**src/rtl/alu_issue_if.sv**
```systemverilog
// Decode-to-execute issue stage bus: upstream handshake + payload, downstream
// ALU32 operands and handshake, and the writeback snoop used for forwarding.
// master = the side driving the stage (decode / bench), slave = the stage itself.
interface alu_issue_if #(
  parameter int unsigned XLEN   = 32,
  parameter int unsigned REG_AW = 5,
  parameter int unsigned SEL_W  = 4
);
  logic              flush;
  logic              in_valid;
  logic              in_ready;
  logic [XLEN-1:0]   in_pc;
  logic [XLEN-1:0]   in_rs1_val;
  logic [XLEN-1:0]   in_rs2_val;
  logic [XLEN-1:0]   in_imm;
  logic [REG_AW-1:0] in_rs1;
  logic [REG_AW-1:0] in_rs2;
  logic [1:0]        in_src1;
  logic [1:0]        in_src2;
  logic [SEL_W-1:0]  in_alu_sel;
  logic [REG_AW-1:0] in_rd;
  logic              in_wen;
  logic              out_valid;
  logic              out_ready;
  logic [XLEN-1:0]   alu_in1;
  logic [XLEN-1:0]   alu_in2;
  logic [SEL_W-1:0]  alu_sel;
  logic [XLEN-1:0]   out_pc;
  logic [REG_AW-1:0] out_rd;
  logic              out_wen;
  logic              wb_wen;
  logic [REG_AW-1:0] wb_rd;
  logic [XLEN-1:0]   wb_data;

  modport master (
    output flush, in_valid, in_pc, in_rs1_val, in_rs2_val, in_imm, in_rs1, in_rs2,
           in_src1, in_src2, in_alu_sel, in_rd, in_wen, out_ready, wb_wen, wb_rd, wb_data,
    input  in_ready, out_valid, alu_in1, alu_in2, alu_sel, out_pc, out_rd, out_wen
  );

  modport slave (
    input  flush, in_valid, in_pc, in_rs1_val, in_rs2_val, in_imm, in_rs1, in_rs2,
           in_src1, in_src2, in_alu_sel, in_rd, in_wen, out_ready, wb_wen, wb_rd, wb_data,
    output in_ready, out_valid, alu_in1, alu_in2, alu_sel, out_pc, out_rd, out_wen
  );
endinterface

```
**src/rtl/alu_issue_stage.sv**
```systemverilog
// Decode-to-execute issue stage feeding ALU32. Two-entry skid buffer (main + skid)
// keeps in_ready a pure register while sustaining one instruction per cycle.
// Entries hold raw decoded fields; ALU operands are muxed from the main entry.
// Optional feature macro: ALU_ISSUE_FWD_EN enables writeback-snoop forwarding into
// captured and held rs1/rs2 values.
module alu_issue_stage #(
  parameter int unsigned XLEN   = 32,
  parameter int unsigned REG_AW = 5,
  parameter int unsigned SEL_W  = 4
) (
  input logic         clk,
  input logic         rst,
  alu_issue_if.slave  bus
);

  typedef struct packed {
    logic [XLEN-1:0]   pc;
    logic [XLEN-1:0]   rs1_val;
    logic [XLEN-1:0]   rs2_val;
    logic [XLEN-1:0]   imm;
    logic [REG_AW-1:0] rs1;
    logic [REG_AW-1:0] rs2;
    logic [1:0]        src1;
    logic [1:0]        src2;
    logic [SEL_W-1:0]  sel;
    logic [REG_AW-1:0] rd;
    logic              wen;
  } entry_t;

  entry_t main_q, main_d, skid_q, skid_d;
  logic   main_valid_q, main_valid_d;
  logic   skid_valid_q, skid_valid_d;
  logic   in_ready_q, in_ready_d;

  logic   in_fire, out_fire;
  entry_t in_entry, main_cur, skid_cur;

  assign in_fire  = bus.in_valid & in_ready_q;
  assign out_fire = main_valid_q & bus.out_ready;

`ifdef ALU_ISSUE_FWD_EN
  // Replace rs values whose register is being written back this cycle (x0 never forwards).
  function automatic entry_t fwd(entry_t e, logic wen, logic [REG_AW-1:0] rd,
                                 logic [XLEN-1:0] data);
    entry_t r;
    r = e;
    if (wen && (rd != '0)) begin
      if (e.rs1 == rd) r.rs1_val = data;
      if (e.rs2 == rd) r.rs2_val = data;
    end
    return r;
  endfunction
`else
  logic unused_fwd;
  assign unused_fwd = ^{bus.wb_wen, bus.wb_rd, bus.wb_data, main_q.rs1, main_q.rs2};
`endif

  // Build the incoming entry and the held entries as seen after this cycle's snoop.
  always_comb begin
    in_entry         = '0;
    in_entry.pc      = bus.in_pc;
    in_entry.rs1_val = bus.in_rs1_val;
    in_entry.rs2_val = bus.in_rs2_val;
    in_entry.imm     = bus.in_imm;
    in_entry.rs1     = bus.in_rs1;
    in_entry.rs2     = bus.in_rs2;
    in_entry.src1    = bus.in_src1;
    in_entry.src2    = bus.in_src2;
    in_entry.sel     = bus.in_alu_sel;
    in_entry.rd      = bus.in_rd;
    in_entry.wen     = bus.in_wen;
    main_cur         = main_q;
    skid_cur         = skid_q;
`ifdef ALU_ISSUE_FWD_EN
    in_entry = fwd(in_entry, bus.wb_wen, bus.wb_rd, bus.wb_data);
    if (main_valid_q) main_cur = fwd(main_q, bus.wb_wen, bus.wb_rd, bus.wb_data);
    if (skid_valid_q) skid_cur = fwd(skid_q, bus.wb_wen, bus.wb_rd, bus.wb_data);
`endif
  end

  // Entry movement; invalid entries are zeroed so idle outputs read as zero.
  always_comb begin
    main_d       = main_cur;
    skid_d       = skid_cur;
    main_valid_d = main_valid_q;
    skid_valid_d = skid_valid_q;
    if (bus.flush) begin
      main_d       = '0;
      skid_d       = '0;
      main_valid_d = 1'b0;
      skid_valid_d = 1'b0;
    end else if (out_fire && skid_valid_q) begin
      main_d = skid_cur;
      if (in_fire) begin
        skid_d = in_entry;
      end else begin
        skid_d       = '0;
        skid_valid_d = 1'b0;
      end
    end else if (in_fire && (!main_valid_q || out_fire) && !skid_valid_q) begin
      main_d       = in_entry;
      main_valid_d = 1'b1;
    end else if (in_fire && main_valid_q && !out_fire) begin
      skid_d       = in_entry;
      skid_valid_d = 1'b1;
    end else if (out_fire) begin
      main_d       = '0;
      main_valid_d = 1'b0;
    end
    in_ready_d = ~skid_valid_d;
  end

  // State registers with synchronous reset.
  always_ff @(posedge clk) begin
    if (rst) begin
      main_q       <= '0;
      skid_q       <= '0;
      main_valid_q <= 1'b0;
      skid_valid_q <= 1'b0;
      in_ready_q   <= 1'b1;
    end else begin
      main_q       <= main_d;
      skid_q       <= skid_d;
      main_valid_q <= main_valid_d;
      skid_valid_q <= skid_valid_d;
      in_ready_q   <= in_ready_d;
    end
  end

  // Operand muxes and main-entry outputs toward ALU32 / writeback.
  always_comb begin
    unique case (main_q.src1)
      2'b00:   bus.alu_in1 = main_q.rs1_val;
      2'b01:   bus.alu_in1 = main_q.pc;
      default: bus.alu_in1 = '0;
    endcase
    unique case (main_q.src2)
      2'b00:   bus.alu_in2 = main_q.rs2_val;
      2'b01:   bus.alu_in2 = main_q.imm;
      2'b10:   bus.alu_in2 = XLEN'(4);
      default: bus.alu_in2 = '0;
    endcase
    bus.alu_sel   = main_q.sel;
    bus.out_pc    = main_q.pc;
    bus.out_rd    = main_q.rd;
    bus.out_wen   = main_q.wen;
    bus.out_valid = main_valid_q;
    bus.in_ready  = in_ready_q;
  end

endmodule
```
**src/flat_wrapper.sv**
```systemverilog
// flat-port wrapper written by rule: the top's interface ports become plain ports
module alu_issue_stage_flat 
#(
  parameter int unsigned XLEN   = 32,
  parameter int unsigned REG_AW = 5,
  parameter int unsigned SEL_W  = 4
)
  (clk, rst, bus_flush, bus_in_valid, bus_in_pc, bus_in_rs1_val, bus_in_rs2_val, bus_in_imm, bus_in_rs1, bus_in_rs2, bus_in_src1, bus_in_src2, bus_in_alu_sel, bus_in_rd, bus_in_wen, bus_out_ready, bus_wb_wen, bus_wb_rd, bus_wb_data, bus_in_ready, bus_out_valid, bus_alu_in1, bus_alu_in2, bus_alu_sel, bus_out_pc, bus_out_rd, bus_out_wen);
  alu_issue_if #(.XLEN(XLEN), .REG_AW(REG_AW), .SEL_W(SEL_W)) bus_i ();
  input logic clk;
  input logic rst;
  input wire logic [$bits(bus_i.flush)-1:0] bus_flush;
  input wire logic [$bits(bus_i.in_valid)-1:0] bus_in_valid;
  input wire logic [$bits(bus_i.in_pc)-1:0] bus_in_pc;
  input wire logic [$bits(bus_i.in_rs1_val)-1:0] bus_in_rs1_val;
  input wire logic [$bits(bus_i.in_rs2_val)-1:0] bus_in_rs2_val;
  input wire logic [$bits(bus_i.in_imm)-1:0] bus_in_imm;
  input wire logic [$bits(bus_i.in_rs1)-1:0] bus_in_rs1;
  input wire logic [$bits(bus_i.in_rs2)-1:0] bus_in_rs2;
  input wire logic [$bits(bus_i.in_src1)-1:0] bus_in_src1;
  input wire logic [$bits(bus_i.in_src2)-1:0] bus_in_src2;
  input wire logic [$bits(bus_i.in_alu_sel)-1:0] bus_in_alu_sel;
  input wire logic [$bits(bus_i.in_rd)-1:0] bus_in_rd;
  input wire logic [$bits(bus_i.in_wen)-1:0] bus_in_wen;
  input wire logic [$bits(bus_i.out_ready)-1:0] bus_out_ready;
  input wire logic [$bits(bus_i.wb_wen)-1:0] bus_wb_wen;
  input wire logic [$bits(bus_i.wb_rd)-1:0] bus_wb_rd;
  input wire logic [$bits(bus_i.wb_data)-1:0] bus_wb_data;
  output wire logic [$bits(bus_i.in_ready)-1:0] bus_in_ready;
  output wire logic [$bits(bus_i.out_valid)-1:0] bus_out_valid;
  output wire logic [$bits(bus_i.alu_in1)-1:0] bus_alu_in1;
  output wire logic [$bits(bus_i.alu_in2)-1:0] bus_alu_in2;
  output wire logic [$bits(bus_i.alu_sel)-1:0] bus_alu_sel;
  output wire logic [$bits(bus_i.out_pc)-1:0] bus_out_pc;
  output wire logic [$bits(bus_i.out_rd)-1:0] bus_out_rd;
  output wire logic [$bits(bus_i.out_wen)-1:0] bus_out_wen;
  assign bus_i.flush = bus_flush;
  assign bus_i.in_valid = bus_in_valid;
  assign bus_i.in_pc = bus_in_pc;
  assign bus_i.in_rs1_val = bus_in_rs1_val;
  assign bus_i.in_rs2_val = bus_in_rs2_val;
  assign bus_i.in_imm = bus_in_imm;
  assign bus_i.in_rs1 = bus_in_rs1;
  assign bus_i.in_rs2 = bus_in_rs2;
  assign bus_i.in_src1 = bus_in_src1;
  assign bus_i.in_src2 = bus_in_src2;
  assign bus_i.in_alu_sel = bus_in_alu_sel;
  assign bus_i.in_rd = bus_in_rd;
  assign bus_i.in_wen = bus_in_wen;
  assign bus_i.out_ready = bus_out_ready;
  assign bus_i.wb_wen = bus_wb_wen;
  assign bus_i.wb_rd = bus_wb_rd;
  assign bus_i.wb_data = bus_wb_data;
  assign bus_in_ready = bus_i.in_ready;
  assign bus_out_valid = bus_i.out_valid;
  assign bus_alu_in1 = bus_i.alu_in1;
  assign bus_alu_in2 = bus_i.alu_in2;
  assign bus_alu_sel = bus_i.alu_sel;
  assign bus_out_pc = bus_i.out_pc;
  assign bus_out_rd = bus_i.out_rd;
  assign bus_out_wen = bus_i.out_wen;
  alu_issue_stage #(.XLEN(XLEN), .REG_AW(REG_AW), .SEL_W(SEL_W)) u_core (.clk(clk), .rst(rst), .bus(bus_i));
endmodule
```
**config.mk**
```make
export PLATFORM = sky130hd
export DESIGN_NAME = alu_issue_stage_flat
export DESIGN_NICKNAME = d
export VERILOG_FILES = /design/src/rtl/alu_issue_if.sv /design/src/rtl/alu_issue_stage.sv /design/src/flat_wrapper.sv
export SDC_FILE = /design/constraint.sdc
export NUM_CORES = 1
export LEC_CHECK = 0
export BUFFER_PORTS_ARGS = -buffer_cell sky130_fd_sc_hd__buf_2
export CAP_MARGIN = 20
export CORE_UTILIZATION = 55
export CTS_BUF_LIST = sky130_fd_sc_hd__clkbuf_8
export DETAILED_ROUTE_END_ITERATION = 8
export PLACE_DENSITY = 0.81
export SETUP_SLACK_MARGIN = 0.3
export SLEW_MARGIN = 10
export SYNTH_ARGS = -nofsm -noshare
export SYNTH_HDL_FRONTEND = slang
export SYNTH_SLANG_ARGS = --single-unit
```
**constraint.sdc**
```tcl
create_clock -name clk -period 3.3 [get_ports clk]
set_clock_uncertainty 0.2 [all_clocks]
set_input_delay 0.165 -clock clk [delete_from_list [all_inputs] [get_ports clk]]
set_output_delay 0.165 -clock clk [all_outputs]
set_load 0.01 [all_outputs]
```
==> qor.txt, run 1 <==
I/O pins -> 303
Top cells by count, synth -> dfxtp_1 (287), nand2_1 (285), mux2i_1 (205), a32oi_1 (142), o31ai_1 (142)
Root buf cell -> clkbuf_8
Reg power frac -> 48.2%
CP arrival -> 2.22 ns
Util after Layout -> 70.48%
Post-synth EDFFs -> 0
Fin crit share -> 78.20%
Clock latency on the worst-skew pair -> 0.56 ns
# port buffers -> 254
Post-route DRC -> 0
Switching power -> 2.056 mW
Final min period -> 2.581 ns
Drt via density -> 6.218
RSZ-0062 raised after global routing -> no
Yosys top cell area share -> 42.83%
PD cells -> 452.3 nW/µm²
Area Growth Syn to Fin -> 24.44%
Pre-antenna DRT Iters -> 6
Clock sink count -> 287
Die area -> 25020 µm²
Setup Viol. Count Final -> 0
Crit Path Class -> reg -> out
Grt ovf -> 0
Max Root-Sink Buffers -> 3
Yosys cell types -> 26
Initial Util -> 56.64%
Logic pwr share -> 13.4%
Fmax -> 387.5 MHz
Clock-pin slew of the registers on the worst-case setup and hold paths -> 0.06 ns
NumNets Final -> 1957
Actual slew at the worst max-slew pin -> 1.127 ns
Cell count after synthesis -> 1503
Required time worst endpoint -> 2.93 ns
Largest net degree at the start of global routing -> 163
Seq cells post-synth -> 287
Syn Nets -> 1698
Total global-route track usage -> 31.93%
Worst Path Max Fanout -> 33
Die X -> 158.2 µm
Max_slew headroom -> 24.87%
Sw frac -> 27.23%
ANT nets after route -> 0
Layout cells sized above 1 -> 20.12%
H-tree depth -> 2
Hold Vio Cnt, Final -> 0
HP Class -> in -> reg
Clk pwr share -> 38.5%
Most used DFF post-synth -> dfxtp_1
Status -> complete, no violations
Post-synthesis average cell area -> 8.925 µm²
Most frequent cell after synthesis -> dfxtp_1
CTS tree -> done
Internal power -> 5.494 mW
Share of flip-flops with an asynchronous set or reset -> 0%
Die H -> 158.2 µm
CTS Buf Count -> 47
Nature of the critical path endpoint -> primary output
First-pass GRT wire length -> 64440 µm
CP startpoint kind -> register
Gpl congestion -> 0.8045
Row cnt -> 56
Routed WL -> 41400 µm
Cell Area, Synth -> 13410 µm²
Max Cap Violations -> 0
Synth area leader -> dfxtp_1
Routed vias -> 13158
Setup tns final -> 0 ns
Wire length per cell -> 19.57 µm
Vias in the first global route -> 12644
Worst IR Drop VDD -> 0.3052 mV
Core area -> 23680 µm²
Yosys warnings -> 0
Cts repair resizes -> 0
Dpl hpwl -> 21050 µm
DR iter-0 viols -> 1334
Top post-synthesis cells by area -> dfxtp_1 (43%), mux2i_1 (15%), a32oi_1 (9.3%)
Sequential cell area fraction in the yosys report -> 42.83%
Max-slew violation count -> 0
Leakage -> 7.520 nW
Antenna violations before repair -> 2
## timing repair
action                    4_1_cts  5_1_grt
hold endpoints to repair      287        0
hold buffers                  144        0
buffers inserted                0        0
## area by class of cell
type | instances | area, µm²
Antenna cell | 3 | 7.507
Clock buffer | 55 | 757.0
Clock inverter | 26 | 108.9
Fill cell | 1760 | 6990
Inverter | 1 | 3.754
Multi-Input combinational cell | 999 | 6608
Sequential cell | 287 | 5748
Tap cell | 319 | 399.1
Timing Repair Buffer | 426 | 3060
## power by group through the flow
stage / logic [mW] / registers [mW] / clock network [mW]
4_1_cts: 0.975 / 3.63 / 2.92
5_1_grt: 1.08 / 3.64 / 3.11
3_3_place_gp: 0.824 / 3.70 / 0
2_1_floorplan: 0.582 / 3.67 / 0
3_5_place_dp: 0.831 / 3.70 / 0
6_report: 1.01 / 3.64 / 2.91
## path summary, 6_finish.rpt
kind	from	to	slack, ns	cells past startpoint
setup reg to reg	u_core.bus.out_valid	u_core.main_cur[102]	1.15	4
hold / removal	bus_flush	u_core.bus.in_ready	0.03	4
hold reg to reg	u_core.skid_cur[93]	u_core.skid_cur[93]	0.26	2
setup / recovery	u_core.main_cur[12]	bus_alu_in1[29]	0.72	3
## cell usage in the layout (no fill, tap or decap), drive strengths merged, types with 3 or more instances in the layout
| cell type | instances |
|---|---|
| dfxtp | 287 |
| a32oi | 142 |
| a21oi | 144 |
| inv | 24 |
| clkbuf | 55 |
| mux2i | 205 |
| buf | 282 |
| clkinvlp | 3 |
| diode | 3 |
| nand2 | 285 |
| nor2 | 65 |
| dlygate4sd3 | 144 |
| o31ai | 142 |
## per-layer routing
layer	vias to the layer above	global-route usage (%)	part of all wire, %
li1	5980	-	-
met1	6273	41.29	42
met2	765	51.52	47
met3	138	6.406	8.3
met4	2	13.74	3.0
met5	-	0	0.031
## sequential cells by signal (all words and copies together) (netlist names)
name                  flops
u_core.bus.out_rd         5
u_core.bus.alu_sel        4
u_core.bus.out_valid      1
u_core.bus.out_wen        1
u_core.skid_cur         142
u_core.bus.in_ready       1
u_core.bus.out_pc        32
u_core.skid_valid_q       1
u_core.main_cur         100
## logic make-up (layout without fill, tap and decap cells)
logic type	count (synthesis)	after routing	synth area share (%)
simple gates	361	361	10.43
mux	205	205	15.30
flops	287	287	42.83
buf+inv	217	508	8.329
compound gates	433	433	23.11
other cells	0	3	0
## critical path, cell delays in order, from the launching register on
cell and delay [ns]:
dfxtp_2 1.04, mux2i_1 0.17, nor2_1 0.21, buf_2 0.18
## through the flow
| step | setup slack [ns] | instance area [µm²] | cells | hold slack (ns) | total power [mW] |
|---|---|---|---|---|---|
| 6_report | 0.7193 | 16690 | 2116 | 0.02696 | 7.550 |
| 3_3_place_gp | 1.249 | 14380 | 1888 | 0.2203 | 4.527 |
| 5_1_grt | 0.6106 | 16690 | 2114 | 0.05991 | 7.824 |
| 3_5_place_dp | 1.185 | 14380 | 1888 | 0.2261 | 4.536 |
| 4_1_cts | 0.7503 | 16680 | 2113 | 0.005288 | 7.530 |
| 2_1_floorplan | 1.572 | 13410 | 1503 | 0.1038 | 4.249 |
Power figures use the tool's default switching activity.
==> run 2: changes to the inputs <==
clock period = 2.7 ns   (was 3.3 ns; I/O delays follow)
==> qor.txt, run 2 (synthesis gave the netlist of run 1 again) <==
Status -> complete, no violations
Worst R2R Path Depth -> 4
Bufs and invs on worst path -> 2
First-pass GRT wire length -> 66360 µm
Top delay family on crit path -> buffers and inverters
CTS Buf Count -> 48
Nature of the critical path endpoint -> primary output
Die H -> 158.2 µm
Clock latency on the worst-skew pair -> 0.55 ns
Final min period -> 2.319 ns
Worst IR Drop VDD -> 0.3537 mV
Area occupied by registers -> 5748 µm²
Setup Viol. Count Final -> 0
Required time worst endpoint -> 2.37 ns
Max Cap Violations -> 0
Max-slew violation count -> 0
Crit Path Class -> reg -> out
Fmax -> 431.2 MHz
Clock-pin slew of the registers on the worst-case setup and hold paths -> 0.06 ns
Fin crit share -> 85.89%
Vias in the first global route -> 13177
Post-route DRC -> 0
Setup tns final -> 0 ns
Leakage -> 7.702 nW
Routed vias -> 13404
Initial Util -> 56.64%
ANT nets after route -> 0
HP Start -> bus_in_rs2_val[11]
NumNets Final -> 1989
Most frequent cells in the layout -> nand2_1 (285), dfxtp_1 (285), buf_2 (254)
Drt via density -> 6.217
H-tree depth -> 2
Row cnt -> 56
HP Class -> in -> reg
Max Root-Sink Buffers -> 3
Wire length per cell -> 20.07 µm
Largest net degree at the start of global routing -> 144
Max_slew headroom -> 49.76%
RSZ-0062 raised after global routing -> yes
Core area -> 23680 µm²
Crit path cell chain -> buf_4 > mux2i_1 > nor2_1 > buf_2
Crit-path slowest cell -> buf_4
Die X -> 158.2 µm
Actual slew at the worst max-slew pin -> 0.7536 ns
Post-place setup slack -> 0.4464 ns
# port buffers -> 254
Dpl hpwl -> 21380 µm
CTS tree -> done
CP arrival -> 1.98 ns
Worst Path Max Fanout -> 34
Die area -> 25020 µm²
Grt ovf -> 0
Total global-route track usage -> 33.05%
Area Growth Syn to Fin -> 28.44%
Antenna violations before repair -> 8
Routed WL -> 43270 µm
Gpl congestion -> 0.8046
Setup ws final -> 0.3809 ns
FF-to-FF Start -> u_core.bus.out_valid
Clock sink count -> 287
Layout cells sized above 1 -> 20.60%
PD cells -> 567.3 nW/µm²
Critical path depth -> 4
FILL cells -> 1652
Root buf cell -> clkbuf_8
Hold Vio Cnt, Final -> 0
Area taken by multi-input logic gates -> 6608 µm²
I/O pins -> 303
Start point of the critical path -> u_core.main_cur[10]
CP startpoint kind -> register
Hold Path Depth -> 4
Critical path's largest stage delay -> 0.49 ns
Pre-antenna DRT Iters -> 5
Largest register FFs -> 142
DR iter-0 viols -> 1760
[run 2: changes by cell type in the layout (fill, tap and decap cells not counted), sizes merged]
| cell | previous run | this run |
|---|---|---|
| dlygate4sd3 | 144 | 174 |
| clkbuf | 55 | 68 |
| inv | 24 | 14 |
| clkinv | 0 | 5 |
| diode | 3 | 7 |
| clkinvlp | 3 | 0 |
| bufinv | 0 | 1 |
[run 2: through the flow]
stage	hold slack, ns	std cells	area [µm²]	total power, mW	utilization (%)
2_1_floorplan	0.07381	1503	13410	5.194	-
3_3_place_gp	0.1901	1887	14420	5.532	60.89
3_5_place_dp	0.1976	1887	14420	5.547	60.89
4_1_cts	0.1607	2147	17190	9.729	72.58
5_1_grt	0.1963	2156	17230	10.09	72.75
6_report	0.1903	2156	17230	9.774	72.75
[run 2: path summary, 6_finish.rpt]
kind                                 to  slack [ns]
setup / recovery        bus_alu_in2[27]        0.38
hold / removal      u_core.skid_cur[67]        0.19
setup reg to reg  u_core.bus.out_pc[26]        0.38
hold reg to reg     u_core.skid_cur[70]        0.26
[run 2: where the power goes]
group,switching [mW],internal (mW)
combinational,0.734,0.548
sequential,0.0802,4.35
clock,1.78,2.29
total,2.59,7.18
[run 2: timing repair]
| action | 4_1_cts | 5_1_grt |
|---|---|---|
| setup buffers | 0 | 1 |
| resized for setup | 0 | 1 |
| setup endpoints to repair | 0 | 14 |
| endpoints found under the hold margin | 287 | 0 |
| hold buffers | 174 | 0 |
[run 2: worst reg2reg max path: stages (launching register included)]
cell      delay [ns]
dfxtp_1         0.40
and4bb_4        0.38
or2_4           0.49
buf_4           0.51
a21oi_1         0.17
[run 2: area by class of cell]
cell class                      count  area share [%]
Sequential cell                   287           33.36
Clock buffer                       67           5.352
Antenna cell                        7          0.1017
Multi-Input combinational cell    999           38.35
Clock inverter                     19          0.6028
Tap cell                          319           2.317
Inverter                            1         0.02179
Timing Repair Buffer              457           19.89
[run 2: routing by layer]
metal / vias to the layer above / GRT usage [%] / part of all wire [%]
met5: - / 0 / 0.030
met4: 2 / 16.21 / 3.8
met3: 171 / 6.269 / 8.0
met2: 768 / 54.09 / 47
met1: 6425 / 41.62 / 41
li1: 6038 / - / -
==> run 3: changes to the inputs <==
BUFFER_PORTS_ARGS = default   (was -buffer_cell sky130_fd_sc_hd__buf_2)
DONT_BUFFER_PORTS = 1   (was default)
PLACE_DENSITY = 0.7   (was 0.81)
==> qor.txt, run 3 (synthesis gave the netlist of run 1 again) <==
Status -> complete, no violations
Required time worst endpoint -> 2.98 ns
Drt via density -> 6.247
Routed WL -> 39010 µm
Clock latency on the worst-skew pair -> 0.57 ns
First-pass GRT wire length -> 59970 µm
Top delay family on crit path -> buffers and inverters
Nature of the critical path endpoint -> register
Layout cells sized above 1 -> 7.692%
Leakage -> 6.523 nW
Post-route DRC -> 0
Setup tns final -> 0 ns
Commonest non-fill, non-tap cell in the layout -> nand2_1
HP Start -> bus_out_ready
Grt ovf -> 0
Worst Path Max Fanout -> 31
NumNets Final -> 1732
Initial Util -> 56.64%
Routed vias -> 11826
Crit path cell chain -> nor4bb_4 > clkbuf_16 > nand2_1 > dlygate4sd3_1 > mux2i_1
Max Cap Violations -> 0
CTS tree -> done
Row cnt -> 56
HP Class -> in -> reg
Gpl congestion -> 0.7777
Largest register FFs -> 142
FF-to-FF Start -> u_core.bus.in_ready
Sw frac -> 26.78%
Reg-to-Reg End -> u_core.skid_cur[3]
Antenna violations before repair -> 2
ANT nets after route -> 0
Clock-pin slew of the registers on the worst-case setup and hold paths -> 0.06 ns
Critical path depth -> 5
Die area -> 25020 µm²
Worst IR Drop VDD -> 0.4888 mV
CP arrival -> 2.58 ns
Setup ws final -> 0.3982 ns
Die X -> 158.2 µm
I/O pins -> 303
Core area -> 23680 µm²
Reg power frac -> 47.5%
Clock sink count -> 287
Final min period -> 2.302 ns
CP startpoint kind -> register
Max-slew violation count -> 0
Internal power -> 6.858 mW
DR iter-0 viols -> 1247
Total Power -> 9.366 mW
Actual slew at the worst max-slew pin -> 0.8176 ns
Fin crit share -> 85.25%
Final instance area -> 15850 µm²
Total global-route track usage -> 29.83%
Max Root-Sink Buffers -> 3
Crit Path Class -> reg -> reg
Setup Viol. Count Final -> 0
PD cells -> 591.1 nW/µm²
Area Growth Syn to Fin -> 18.12%
Max_slew headroom -> 45.49%
Clk pwr share -> 41.1%
Switching power -> 2.508 mW
Root buf cell -> clkbuf_8
Logic pwr share -> 11.4%
Most frequent cells in the layout -> nand2_1 (285), dfxtp_1 (284), mux2i_1 (205)
Worst R2R Path Depth -> 5
Crit-path slowest cell -> dlygate4sd3_1
Dpl hpwl -> 20380 µm
Post-place setup slack -> 0.5561 ns
Post-DP Area -> 13180 µm²
Hold Path Depth -> 4
Vias in the first global route -> 11316
Critical path's largest stage delay -> 0.57 ns
Pre-antenna DRT Iters -> 7
RSZ-0062 raised after global routing -> no
Wire length per cell -> 20.61 µm
CTS Buf Count -> 49
Die H -> 158.2 µm
# port buffers -> 0
Fmax -> 434.5 MHz
Reg2reg setup slack -> 0.40 ns
Bufs and invs on worst path -> 2
Hold Vio Cnt, Final -> 0
H-tree depth -> 2
Largest net degree at the start of global routing -> 143
Worst hold endpoint -> u_core.skid_cur[121]
==> run 3: layout make-up <==
type,count,area (µm²)
Inverter,1,3.754
Multi-Input combinational cell,999,6608
Antenna cell,1,2.502
Sequential cell,287,5749
Tap cell,319,399.1
Fill cell,1872,7838
Timing Repair Buffer,199,2118
Clock buffer,63,867.1
Clock inverter,24,97.59
==> run 3: how the worst max path moves through the flow <==
stage,from,end,slack [ns]
2_1_floorplan,u_core.bus.out_valid,u_core.main_cur[110],0.97
3_3_place_gp,u_core.bus.out_valid,u_core.bus.out_pc[13],0.60
3_5_place_dp,u_core.bus.out_valid,u_core.bus.out_pc[15],0.56
4_1_cts,u_core.bus.in_ready,u_core.skid_cur[87],0.31
5_1_grt,u_core.bus.in_ready,u_core.skid_cur[3],0.31
6_report,u_core.bus.in_ready,u_core.skid_cur[3],0.40
==> run 3: stage by stage <==
step                cells  hold WS [ns]  utilization, %
global placement     1636       0.07598           55.67
detailed placement   1636       0.07927           55.67
global route         1893       0.07024           66.91
floorplan            1503       0.07381               -
finish               1893       0.05348           66.91
CTS                  1889       0.05225           66.76
==> run 3: worst min-delay path: stages <==
cell	delay (ns)
and2_1	0.15
o21ai_4	0.09
buf_12	0.23
mux2i_1	0.16
==> run 3: routing by layer <==
layer  part of all wire, %  GRT usage, %  up-vias  wire (µm)
li1                      -             -     5529          -
met1                    44         39.99     5726      17170
met2                    45         46.91      495      17740
met3                   8.5         7.419       74       3310
met4                   2.0         9.386        2        779
met5                 0.033             0        -         13
==> run 3: timing repair <==
item                       4_1_cts  5_1_grt
setup endpoints to repair        0       35
hold buffers                   166        0
hold endpoints to repair       287        0
buffers inserted                 0        2
gates resized for setup          0        2
==> run 3: power by group through the flow <==
| stage | clock network (mW) | registers (mW) | logic [mW] |
|---|---|---|---|
| floorplan | 0 | 4.48 | 0.711 |
| finish | 3.85 | 4.45 | 1.07 |
| global route | 4.09 | 4.46 | 1.15 |
| global placement | 0 | 4.53 | 0.814 |
| CTS | 3.89 | 4.45 | 1.05 |
| detailed placement | 0 | 4.53 | 0.817 |
